## src/rtl/seq_alu_pipe_if.sv

```systemverilog
// rtl/seq_alu_pipe_if.sv - operand/result handshake bundle for seq_alu_pipe
//
// Ports (signals):
//   in_valid/in_ready   operand-side handshake
//   a, b, s             operands and 5-bit opcode
//   out_valid/out_ready result-side handshake
//   out, zero, err      result and flags
// Modports: master (issue/writeback side), slave (ALU side).
interface seq_alu_pipe_if #(
  parameter int WIDTH = 40
);
  logic             in_valid;
  logic             in_ready;
  logic [WIDTH-1:0] a;
  logic [WIDTH-1:0] b;
  logic [4:0]       s;
  logic             out_valid;
  logic             out_ready;
  logic [WIDTH-1:0] out;
  logic             zero;
  logic             err;

  modport master (
    output in_valid, a, b, s, out_ready,
    input  in_ready, out_valid, out, zero, err
  );

  modport slave (
    input  in_valid, a, b, s, out_ready,
    output in_ready, out_valid, out, zero, err
  );
endinterface

```

## src/rtl/seq_alu_pipe.sv

```systemverilog
// rtl/seq_alu_pipe.sv - clocked ALU with iterative multiply/divide and valid/ready handshakes
//
// Ports:
//   clk    rising-edge clock
//   rst_n  asynchronous active-low reset
//   bus    seq_alu_pipe_if.slave: in_valid/in_ready, a, b, s, out_valid/out_ready, out, zero, err
// Parameters: WIDTH (operand width, >= 8), SHW (shift-amount width, 2**SHW >= WIDTH).
// bus must be instantiated with the same WIDTH.
// Optional macro ALU_REM_EN: enables opcode 01101 (REM) on the iterative divider.
module seq_alu_pipe #(
  parameter int WIDTH = 40,
  parameter int SHW   = 6
) (
  input  logic          clk,
  input  logic          rst_n,
  seq_alu_pipe_if.slave bus
);

  localparam int CNT_W = $clog2(WIDTH + 1);
  localparam logic [CNT_W-1:0] CNT_MAX = CNT_W'(WIDTH);
  localparam logic [SHW:0]     WIDTH_C = (SHW + 1)'(WIDTH);

  localparam logic [4:0] OP_ADD   = 5'b00101;
  localparam logic [4:0] OP_SUB   = 5'b00110;
  localparam logic [4:0] OP_ADDNZ = 5'b00111;
  localparam logic [4:0] OP_MUL   = 5'b01000;
  localparam logic [4:0] OP_DIV   = 5'b01011;
  localparam logic [4:0] OP_SLL   = 5'b01100;
`ifdef ALU_REM_EN
  localparam logic [4:0] OP_REM   = 5'b01101;
`endif
  localparam logic [4:0] OP_SRL   = 5'b10100;

  typedef enum logic [1:0] {
    S_IDLE,
    S_BUSY,
    S_DONE
  } state_t;

  typedef enum logic [1:0] {
    K_MUL,
    K_DIV,
    K_REM
  } kind_t;

  state_t           state_q, state_d;
  kind_t            kind_q, kind_d;
  logic [CNT_W-1:0] cnt_q, cnt_d;
  // x: multiplicand (MUL) or dividend shifting out / quotient shifting in (DIV/REM)
  // y: multiplier (MUL) or divisor (DIV/REM)
  // acc: partial product (MUL) or partial remainder (DIV/REM)
  logic [WIDTH-1:0] x_q, x_d;
  logic [WIDTH-1:0] y_q, y_d;
  logic [WIDTH-1:0] acc_q, acc_d;
  logic [WIDTH-1:0] out_q, out_d;
  logic             zero_q, zero_d;
  logic             err_q, err_d;

  // Single-cycle decode of the operands currently presented on the bus.
  logic [WIDTH-1:0] sc_res;
  logic             sc_err;
  logic             go_iter;
  kind_t            iter_kind;
  logic             shamt_big;

  // One restoring-division step.
  logic [WIDTH:0]   rem_sh;
  logic             div_ge;
  logic [WIDTH-1:0] div_sub;

  logic [WIDTH-1:0] fin_res;
  logic             fin_err;
  logic             div0;

  assign bus.in_ready  = (state_q == S_IDLE);
  assign bus.out_valid = (state_q == S_DONE);
  assign bus.out       = out_q;
  assign bus.zero      = zero_q;
  assign bus.err       = err_q;

  always_comb begin
    sc_res    = '0;
    sc_err    = 1'b0;
    go_iter   = 1'b0;
    iter_kind = K_MUL;
    // Amounts at or beyond WIDTH shift everything out.
    shamt_big = ({1'b0, bus.b[SHW-1:0]} >= WIDTH_C);
    case (bus.s)
      OP_ADD:   sc_res = bus.a + bus.b;
      OP_SUB:   sc_res = bus.a - bus.b;
      OP_ADDNZ: sc_res = (bus.b != '0) ? (bus.a + bus.b) : (bus.a - bus.b);
      OP_SRL:   sc_res = shamt_big ? '0 : (bus.a >> bus.b[SHW-1:0]);
      OP_SLL:   sc_res = shamt_big ? '0 : (bus.a << bus.b[SHW-1:0]);
      OP_MUL: begin
        go_iter   = 1'b1;
        iter_kind = K_MUL;
      end
      OP_DIV: begin
        go_iter   = 1'b1;
        iter_kind = K_DIV;
      end
`ifdef ALU_REM_EN
      OP_REM: begin
        go_iter   = 1'b1;
        iter_kind = K_REM;
      end
`endif
      default: begin
        sc_res = '0;
        sc_err = 1'b1;
      end
    endcase
  end

  always_comb begin
    rem_sh  = {acc_q, x_q[WIDTH-1]};
    div_ge  = (rem_sh >= {1'b0, y_q});
    // When div_ge holds the true difference is below the divisor, so the
    // low WIDTH bits of the subtraction are exact.
    div_sub = rem_sh[WIDTH-1:0] - y_q;
  end

  always_comb begin
    div0    = (y_q == '0);
    fin_res = acc_q;
    fin_err = 1'b0;
    case (kind_q)
      K_DIV: begin
        fin_res = div0 ? '1 : x_q;
        fin_err = div0;
      end
      // With a zero divisor every step keeps the shifted value, so the
      // remainder register ends up holding the original dividend.
      K_REM: begin
        fin_res = acc_q;
        fin_err = div0;
      end
      default: begin
        fin_res = acc_q;
        fin_err = 1'b0;
      end
    endcase
  end

  always_comb begin
    state_d = state_q;
    kind_d  = kind_q;
    cnt_d   = cnt_q;
    x_d     = x_q;
    y_d     = y_q;
    acc_d   = acc_q;
    out_d   = out_q;
    zero_d  = zero_q;
    err_d   = err_q;

    case (state_q)
      S_IDLE: begin
        if (bus.in_valid) begin
          if (go_iter) begin
            kind_d  = iter_kind;
            x_d     = bus.a;
            y_d     = bus.b;
            acc_d   = '0;
            cnt_d   = '0;
            state_d = S_BUSY;
          end else begin
            out_d   = sc_res;
            zero_d  = (sc_res == '0);
            err_d   = sc_err;
            state_d = S_DONE;
          end
        end
      end

      S_BUSY: begin
        // WIDTH iteration edges, then one edge to publish the result.
        if (cnt_q == CNT_MAX) begin
          out_d   = fin_res;
          zero_d  = (fin_res == '0);
          err_d   = fin_err;
          cnt_d   = '0;
          state_d = S_DONE;
        end else begin
          cnt_d = cnt_q + CNT_W'(1);
          if (kind_q == K_MUL) begin
            acc_d = acc_q + (y_q[0] ? x_q : '0);
            x_d   = {x_q[WIDTH-2:0], 1'b0};
            y_d   = {1'b0, y_q[WIDTH-1:1]};
          end else begin
            acc_d = div_ge ? div_sub : rem_sh[WIDTH-1:0];
            x_d   = {x_q[WIDTH-2:0], div_ge};
          end
        end
      end

      S_DONE: begin
        if (bus.out_ready) begin
          state_d = S_IDLE;
        end
      end

      default: state_d = S_IDLE;
    endcase
  end

  always_ff @(posedge clk or negedge rst_n) begin
    if (!rst_n) begin
      state_q <= S_IDLE;
      kind_q  <= K_MUL;
      cnt_q   <= '0;
      x_q     <= '0;
      y_q     <= '0;
      acc_q   <= '0;
      out_q   <= '0;
      zero_q  <= 1'b0;
      err_q   <= 1'b0;
    end else begin
      state_q <= state_d;
      kind_q  <= kind_d;
      cnt_q   <= cnt_d;
      x_q     <= x_d;
      y_q     <= y_d;
      acc_q   <= acc_d;
      out_q   <= out_d;
      zero_q  <= zero_d;
      err_q   <= err_d;
    end
  end

endmodule

```

## src/flat_wrapper.sv

```systemverilog
// flat-port wrapper written by rule: the top's interface ports become plain ports
module seq_alu_pipe_flat 
#(
  parameter int WIDTH = 40,
  parameter int SHW   = 6
)
  (clk, rst_n, bus_in_valid, bus_a, bus_b, bus_s, bus_out_ready, bus_in_ready, bus_out_valid, bus_out, bus_zero, bus_err);
  seq_alu_pipe_if #(.WIDTH(WIDTH)) bus_i ();
  input  logic clk;
  input  logic rst_n;
  input wire logic [$bits(bus_i.in_valid)-1:0] bus_in_valid;
  input wire logic [$bits(bus_i.a)-1:0] bus_a;
  input wire logic [$bits(bus_i.b)-1:0] bus_b;
  input wire logic [$bits(bus_i.s)-1:0] bus_s;
  input wire logic [$bits(bus_i.out_ready)-1:0] bus_out_ready;
  output wire logic [$bits(bus_i.in_ready)-1:0] bus_in_ready;
  output wire logic [$bits(bus_i.out_valid)-1:0] bus_out_valid;
  output wire logic [$bits(bus_i.out)-1:0] bus_out;
  output wire logic [$bits(bus_i.zero)-1:0] bus_zero;
  output wire logic [$bits(bus_i.err)-1:0] bus_err;
  assign bus_i.in_valid = bus_in_valid;
  assign bus_i.a = bus_a;
  assign bus_i.b = bus_b;
  assign bus_i.s = bus_s;
  assign bus_i.out_ready = bus_out_ready;
  assign bus_in_ready = bus_i.in_ready;
  assign bus_out_valid = bus_i.out_valid;
  assign bus_out = bus_i.out;
  assign bus_zero = bus_i.zero;
  assign bus_err = bus_i.err;
  seq_alu_pipe #(.WIDTH(WIDTH), .SHW(SHW)) u_core (.clk(clk), .rst_n(rst_n), .bus(bus_i));
endmodule
```

## config.mk

```make
export PLATFORM = sky130hd
export DESIGN_NAME = seq_alu_pipe_flat
export DESIGN_NICKNAME = d
export VERILOG_FILES = /design/src/rtl/seq_alu_pipe_if.sv /design/src/rtl/seq_alu_pipe.sv /design/src/flat_wrapper.sv
export SDC_FILE = /design/constraint.sdc
export NUM_CORES = 1
export LEC_CHECK = 0
export ABC_AREA = 1
export CAP_MARGIN = 20
export CELL_PAD_IN_SITES_DETAIL_PLACEMENT = 1
export CELL_PAD_IN_SITES_GLOBAL_PLACEMENT = 1
export CORE_UTILIZATION = 46
export DETAILED_ROUTE_END_ITERATION = 7
export PLACE_DENSITY_LB_ADDON = 0.1
export SYNTH_ARGS = -nofsm -noshare
export SYNTH_HDL_FRONTEND = slang
export SYNTH_SLANG_ARGS = --single-unit
```

## constraint.sdc

```tcl
create_clock -name clk -period 4.65 [get_ports clk]
set_clock_uncertainty 0.05 [all_clocks]
set_input_delay 0.93 -clock clk [delete_from_list [all_inputs] [get_ports clk]]
set_output_delay 0.93 -clock clk [all_outputs]
set_load 0.05 [all_outputs]
```

==> results of run 1 <==
## cells in the mapped netlist, drive strengths merged (15+ instances only)
library cell  number
ha               162
dfrtp            171
nor2             391
a31oi             22
inv              583
o22ai             37
o21a              15
o21bai            24
buf              120
xnor2             19
clkbuf            81
xor2              38
o21ai            284
o211ai            93
a21oi            286
nand3            638
nor3              38
nand4             49
nand2           1414
nor4              22
## final timing paths
| check | slack (ps) | depth (start not counted) | start | to |
|---|---|---|---|---|
| min reg2reg | 460 | 2 | u_core.bus.out[15]$_DFFE_PN0P_ | u_core.bus.out[15]$_DFFE_PN0P_ |
| max reg2reg | 140 | 16 | u_core.y_q[0]$_DFFE_PN0P_ | u_core.bus.zero$_DFFE_PN0P_ |
| min in group clk | 460 | 2 | u_core.bus.out[15]$_DFFE_PN0P_ | u_core.bus.out[15]$_DFFE_PN0P_ |
| max | 140 | 16 | u_core.y_q[0]$_DFFE_PN0P_ | u_core.bus.zero$_DFFE_PN0P_ |
| min | 420 | 1 | rst_n | u_core.acc_q[37]$_DFFE_PN0P_ |
| max in group asynchronous | 3110 | 2 | rst_n | u_core.y_q[3]$_DFFE_PN0P_ |
## kinds of logic (layout without fill, tap and decap cells)
kind of cell | after synthesis | in the layout | synth area share (%)
adder cells (fa/ha/maj) | 166 | 166 | 8.24
other | 0 | 5 | 0
AND/OR/NAND/NOR | 2583 | 2583 | 42.6
XOR/XNOR | 57 | 57 | 1.95
flip-flops | 171 | 171 | 16.7
AO/OA/AOI/OAI | 809 | 809 | 18.0
buffers and inverters | 789 | 955 | 12.5
## power by group through the flow
stage | clock, mW | sequential [mW] | combinational, mW
after floorplan | 0 | 2.77 | 6.92
after global placement | 0 | 2.80 | 10.1
final | 1.48 | 2.94 | 11.2
after global routing | 1.51 | 2.95 | 12.0
after CTS | 1.46 | 2.86 | 10.8
after detailed placement | 0 | 2.86 | 10.5
## stage by stage
| step | std cells | hold WS [ps] | util, % | worst slack [ps] |
|---|---|---|---|---|
| after floorplan | 4575 | 439 | - | 1180 |
| after global placement | 5456 | 416 | 51.8 | 128 |
| after detailed placement | 5456 | 433 | 51.8 | 64.6 |
| after CTS | 5488 | 459 | 52.8 | 539 |
| after global routing | 5490 | 473 | 52.8 | 172 |
| final | 5494 | 418 | 52.9 | 137 |
## cell usage in the layout, fill, tap and decap left out, types with 126 or more instances in the layout
cell type | synthesis | layout
a21oi_1 | 285 | 285
buf_4 | 10 | 193
clkdlybuf4s50_1 | 0 | 126
dfrtp_1 | 171 | 170
ha_1 | 162 | 162
inv_1 | 576 | 576
nand2_1 | 1412 | 1411
nand3_1 | 630 | 630
nor2_1 | 383 | 379
o21ai_0 | 254 | 254
## state kept, by name, summed over array words and instances, names as in the netlist
name	cells
u_core.kind_q	1
u_core.state_q	2
u_core.bus.zero	1
u_core.cnt_q	6
u_core.x_q	40
u_core.acc_q	40
u_core.bus.err	1
u_core.y_q	40
u_core.bus.out	40
## per-layer routing
layer  routed length (um)  vias to the layer above
li1                     -                    15330
met1                54200                    16576
met2                63300                     2175
met3                14500                      680
met4                15600                        4
met5                   23                        -
## final cells by class
class | instances | area [um^2]
Inverter | 588 | 2210
Clock inverter | 15 | 135
Timing Repair Buffer | 335 | 2940
Fill cell | 8000 | 25900
Sequential cell | 171 | 4280
Multi-Input combinational cell | 3615 | 18100
Antenna cell | 5 | 12.5
Clock buffer | 17 | 425
Tap cell | 748 | 936
==> results.ini, run 1 <==
[power]
pwr-share-clk_pct = 9.5
pwr-share-seq_pct = 18.8
pwr-share-comb_pct = 71.8
swShare_pct = 60.1
p_leak_nw = 15.0
power_switching_mw = 9.41
power.density_nw_per_um2 = 539
total_power_mw = 15.7
internal_power_mw = 6.26
ir_worst_vdd_mv = 0.396

[job]
maxCapViolations = 0

[worst_setup_path]
crit_type = reg2reg
crit_arrival_ps = 4860
crit_path_start_kind = flip-flop
cp_slowest_cell = o22ai_1
required_ps = 5000
worstPathCellList = buf_4, inv_1, nand4_1, nor2_1, nand4_1, nor2_2, buf_4, o22ai_1, nand2_1, nor2_1, nand2_1, nor2_1, nand3_1, nand2_1, inv_1, a21oi_2
critical_path.max_stage_delay_ps = 940
cp-end-kind = flip-flop
path_delay_family = simple AND/OR/NAND/NOR gates
cp_max_fo = 25
path_buf_inv = 4

[grt]
grt_pass1_vias = 34566
grt_antenna_before_repair = 6
gr-max-usage-layer = met2
gr-total-overflow = 0
grt_pass1_wl_mm = 215
grt_max_degree = 127
gr-usage-all-layers_pct = 51.0
met3_usage_pct = 9.96
groute.layer.met1.usage_pct = 60.4
use_met2_pct = 78.3

[run_status]
status = completed

[logic_synthesis]
synth.avg_cell_area_um2 = 5.59
synth_area_leaders = nand2_1 21%, dfrtp_1 17%, nand3_1 12%
synth_nets = 4830
synth_edf_count = 0
ys.flop_type = dfrtp_1
ys_seq_area_share_pct = 16.7
netlist_instances = 4575
synth_top_area_share_pct = 20.7
synth-async-reset-ratio_pct = 100
ys_warn_count = 0
ys_types = 59
netlist_area_um2 = 25600
synth-seq-cells = 171
synth_top_area_cell = nand2_1

[timing]
fin_crit_ps = 4510
max_freq_ghz = 0.222
rsz0062_at_grt = false
tightest_slew_ps = 1210
drv_slew = 0
tns_ps = 0
setup_viol = 0
hold_viol = 0
post-route-period-util_pct = 97.1
slew_headroom_pct = 18.5

[floorplanning]
core_um2 = 55000
top_level_ports = 133
rows = 86
start_util_pct = 46.5
dieArea_um2 = 56500
die_y_um = 238
die-width_um = 238

[clock_tree]
clockBufferDepth = 2
h-tree-depth = 4
cts_buffers = 17
cts_hold_buf = 0
root_buffer = clkbuf_16
ctsResizeCount = 0
cts.sink_count = 171
cts_tree = built
clkSlewWorstSetupHoldPaths_ps = 80
post_cts_buffers = 0
clock_latency_ps = 470

[drt]
totalWireLength_mm = 148
firstDrtPassIters = 8
routedWlPerCell_um = 26.9
drt_iter0_markers = 4134
viasPerCell = 6.33
post-route-drc-count = 0
dr_total_vias = 34765
ant_nets = 0

[layout]
drive_above_1_share_pct = 6.03
nets = 4983
area_growth_pct = 13.7
final_area_um2 = 29100

[placed_design]
gp_congestion = 1.11
portBuffers = 132
post_dp_cell_area_um2 = 28500
dp_hpwl_mm = 118

[hold_path]
min_path_type = in2async

Note: power is estimated with default switching activity, not from simulation.
==> run 2: changes to the inputs <==
--- a/config.mk
+++ b/config.mk
@@ -9,6 +9,7 @@
 export CAP_MARGIN = 20
 export CELL_PAD_IN_SITES_DETAIL_PLACEMENT = 1
 export CELL_PAD_IN_SITES_GLOBAL_PLACEMENT = 1
+export CORE_MARGIN = 2
 export CORE_UTILIZATION = 46
 export DETAILED_ROUTE_END_ITERATION = 7
 export PLACE_DENSITY_LB_ADDON = 0.1
==> run 2 against run 1 <==
Net effect: register-to-register slack better by 500 ps; cell count hardly changed; fmax is 2.2% higher; critical endpoint is now u_core.bus.out[13]$_DFFE_PN0P_; cell area hardly changed; total power is 1.5% lower; sequential share of layout area hardly changed.
==> results.ini, run 2 (synthesized netlist as in run 1, its figures left out) <==
[grt]
gr-usage-all-layers_pct = 49.9  ; was 51.0%
grt_pass1_wl_mm = 213  ; was 215 mm
gr-total-overflow = 0  ; unchanged
grt_pass1_vias = 34106  ; was 34,566
grt_antenna_before_repair = 10  ; was 6
grt_max_degree = 167  ; was 127

[clock_tree]
ctsResizeCount = 0  ; unchanged
cts_buffers = 17  ; unchanged
clockBufferDepth = 2  ; unchanged
post_cts_buffers = 0  ; unchanged
cts_hold_buf = 0  ; unchanged
clkSlewWorstSetupHoldPaths_ps = 70  ; was 80 ps
h-tree-depth = 4  ; unchanged
cts.sink_count = 171  ; unchanged
clock_latency_ps = 490  ; was 470 ps
root_buffer = clkbuf_16  ; unchanged
cts_tree = built  ; unchanged

[floorplanning]
dieArea_um2 = 57500  ; was 56,500 um^2
die_y_um = 240  ; was 238 um
start_util_pct = 46.5  ; unchanged
top_level_ports = 133  ; unchanged
core_um2 = 55000  ; unchanged
rows = 86  ; unchanged
die-width_um = 240  ; was 238 um

[run_status]
status = completed  ; unchanged

[layout]
fillers = 8063  ; was 8,000
drive_above_1_share_pct = 5.97  ; was 6.03%
final_area_um2 = 29000  ; was 29,100 um^2
mostFrequentLayoutCells = 1,411 x nand2_1, 630 x nand3_1, 576 x inv_1, 379 x nor2_1, 285 x a21oi_1  ; unchanged
final_common_cell = nand2_1  ; unchanged
nets = 4983  ; unchanged
area_growth_pct = 13.6  ; was 13.7%

[timing]
fin_crit_ps = 4420  ; was 4510 ps
max_freq_ghz = 0.226  ; was 0.222 GHz
hold_viol = 0  ; unchanged
setup_viol = 0  ; unchanged
post-route-period-util_pct = 95.0  ; was 97.1%
tightest_slew_ps = 1110  ; was 1210 ps
slew_headroom_pct = 25.5  ; was 18.5%
drv_slew = 0  ; unchanged
rsz0062_at_grt = false  ; unchanged
tns_ps = 0  ; unchanged
hold_ws_ps = 443  ; was 418 ps

[placed_design]
portBuffers = 132  ; unchanged
gp_congestion = 1.08  ; was 1.11
post_dp_cell_area_um2 = 28500  ; about the same
dp_hpwl_mm = 117  ; was 118 mm

[drt]
drt_iter0_markers = 3960  ; was 4,134
viasPerCell = 6.24  ; was 6.33
dr_total_vias = 34297  ; was 34,765
routedWlPerCell_um = 26.4  ; was 26.9 um
ant_nets = 0  ; unchanged
totalWireLength_mm = 145  ; was 148 mm
firstDrtPassIters = 5  ; was 8
post-route-drc-count = 0  ; unchanged

[worst_setup_path]
r2r_slack_ps = 640  ; was 140 ps
required_ps = 4890  ; was 5000 ps
r2r_end = u_core.acc_q[3]$_DFFE_PN0P_  ; was u_core.bus.zero$_DFFE_PN0P_
crit_path_start_kind = input port  ; was flip-flop
cp_max_fo = 9  ; was 25
crit_type = in2reg  ; was reg2reg
rr_startpoint = u_core.y_q[16]$_DFFE_PN0P_  ; was u_core.y_q[0]$_DFFE_PN0P_
cp-end-kind = flip-flop  ; unchanged
reg2regPathDepth = 15  ; was 16
crit_arrival_ps = 4660  ; was 4860 ps

[power]
power.density_nw_per_um2 = 532  ; was 539 nW/um^2
swShare_pct = 59.5  ; was 60.1%
power_switching_mw = 9.18  ; was 9.41 mW
ir_worst_vdd_mv = 0.336  ; was 0.396 mV
pwr-share-clk_pct = 9.5  ; about the same
internal_power_mw = 6.26  ; about the same
p_leak_nw = 15.0  ; about the same
pwr-share-seq_pct = 19.0  ; was 18.8%
pwr-share-comb_pct = 71.6  ; was 71.8%

[job]
maxCapViolations = 0  ; unchanged

[hold_path]
min_path_type = in2async  ; unchanged

[run 2: changes by cell type in the layout (fill, tap and decap cells not counted), moves of 2 or more]
cell,delta
inv_6,-3
diode_2,+5
buf_4,+3
clkbuf_1,+2
clkinv_2,-4
buf_12,-2
clkinv_4,+3
[run 2: final cells by class]
class | instances | area [um^2] | area share (%)
multi-input cells | 3615 | 18100 | 62.4
flip-flops and latches | 171 | 4280 | 14.7
repair buffers | 335 | 2910 | 10.0
inverters | 588 | 2210 | 7.62
well taps | 748 | 936 | 3.22
clock buffers | 20 | 447 | 1.54
clock inverters | 11 | 111 | 0.383
diodes | 10 | 25.0 | 0.0862
[run 2: metal layers]
metal	vias to the layer above	GRT usage (%)	share of wire, %
li1	15336	-	-
met1	16504	59.0	38
met2	1846	76.5	43
met3	607	11.2	9.3
met4	4	42.8	10
met5	-	0	0.016
[run 2: metrics by stage]
stage | setup slack (ps) | power, mW | util, % | cells
finish | 233 | 15.4 | 52.8 | 5498
global route | 163 | 16.4 | 52.8 | 5491
CTS | 485 | 14.9 | 52.8 | 5488
detailed placement | 2.01 | 13.3 | 51.8 | 5457
global placement | 46.8 | 12.9 | 51.8 | 5457
floorplan | 1180 | 9.69 | - | 4575
[run 2: worst max-delay path by stage]
stage,from,end,slack (ps),cells past startpoint
final,bus_a[12],u_core.bus.out[13]$_DFFE_PN0P_,230,14
after detailed placement,bus_b[17],u_core.bus.zero$_DFFE_PN0P_,2,20
after global routing,bus_b[11],u_core.bus.zero$_DFFE_PN0P_,160,21
after CTS,bus_b[17],u_core.bus.zero$_DFFE_PN0P_,490,20
after floorplan,bus_b[3],u_core.bus.zero$_DFFE_PN0P_,1180,25
after global placement,bus_b[17],u_core.bus.zero$_DFFE_PN0P_,50,20
[run 2: power by group through the flow]
stage                     logic [mW]  clock network, mW  registers (mW)
after floorplan                 6.92                  0            2.77
after global placement          10.1                  0            2.81
after detailed placement        10.4                  0            2.87
after CTS                       10.6               1.44            2.86
after global routing            11.9               1.50            2.95
final                           11.1               1.46            2.93
[run 2: worst max-delay path, stage by stage]
cell and delay (ps):
clkdlybuf4s50_1 710, ha_1 650, nand2_1 170, nor2_1 190
inv_1 100, nor2_1 90, nand2_1 80, nand2_1 180
nand2_1 80, nand3_1 90, nand4_1 120, buf_4 170
o21ai_0 840, nand2_1 230
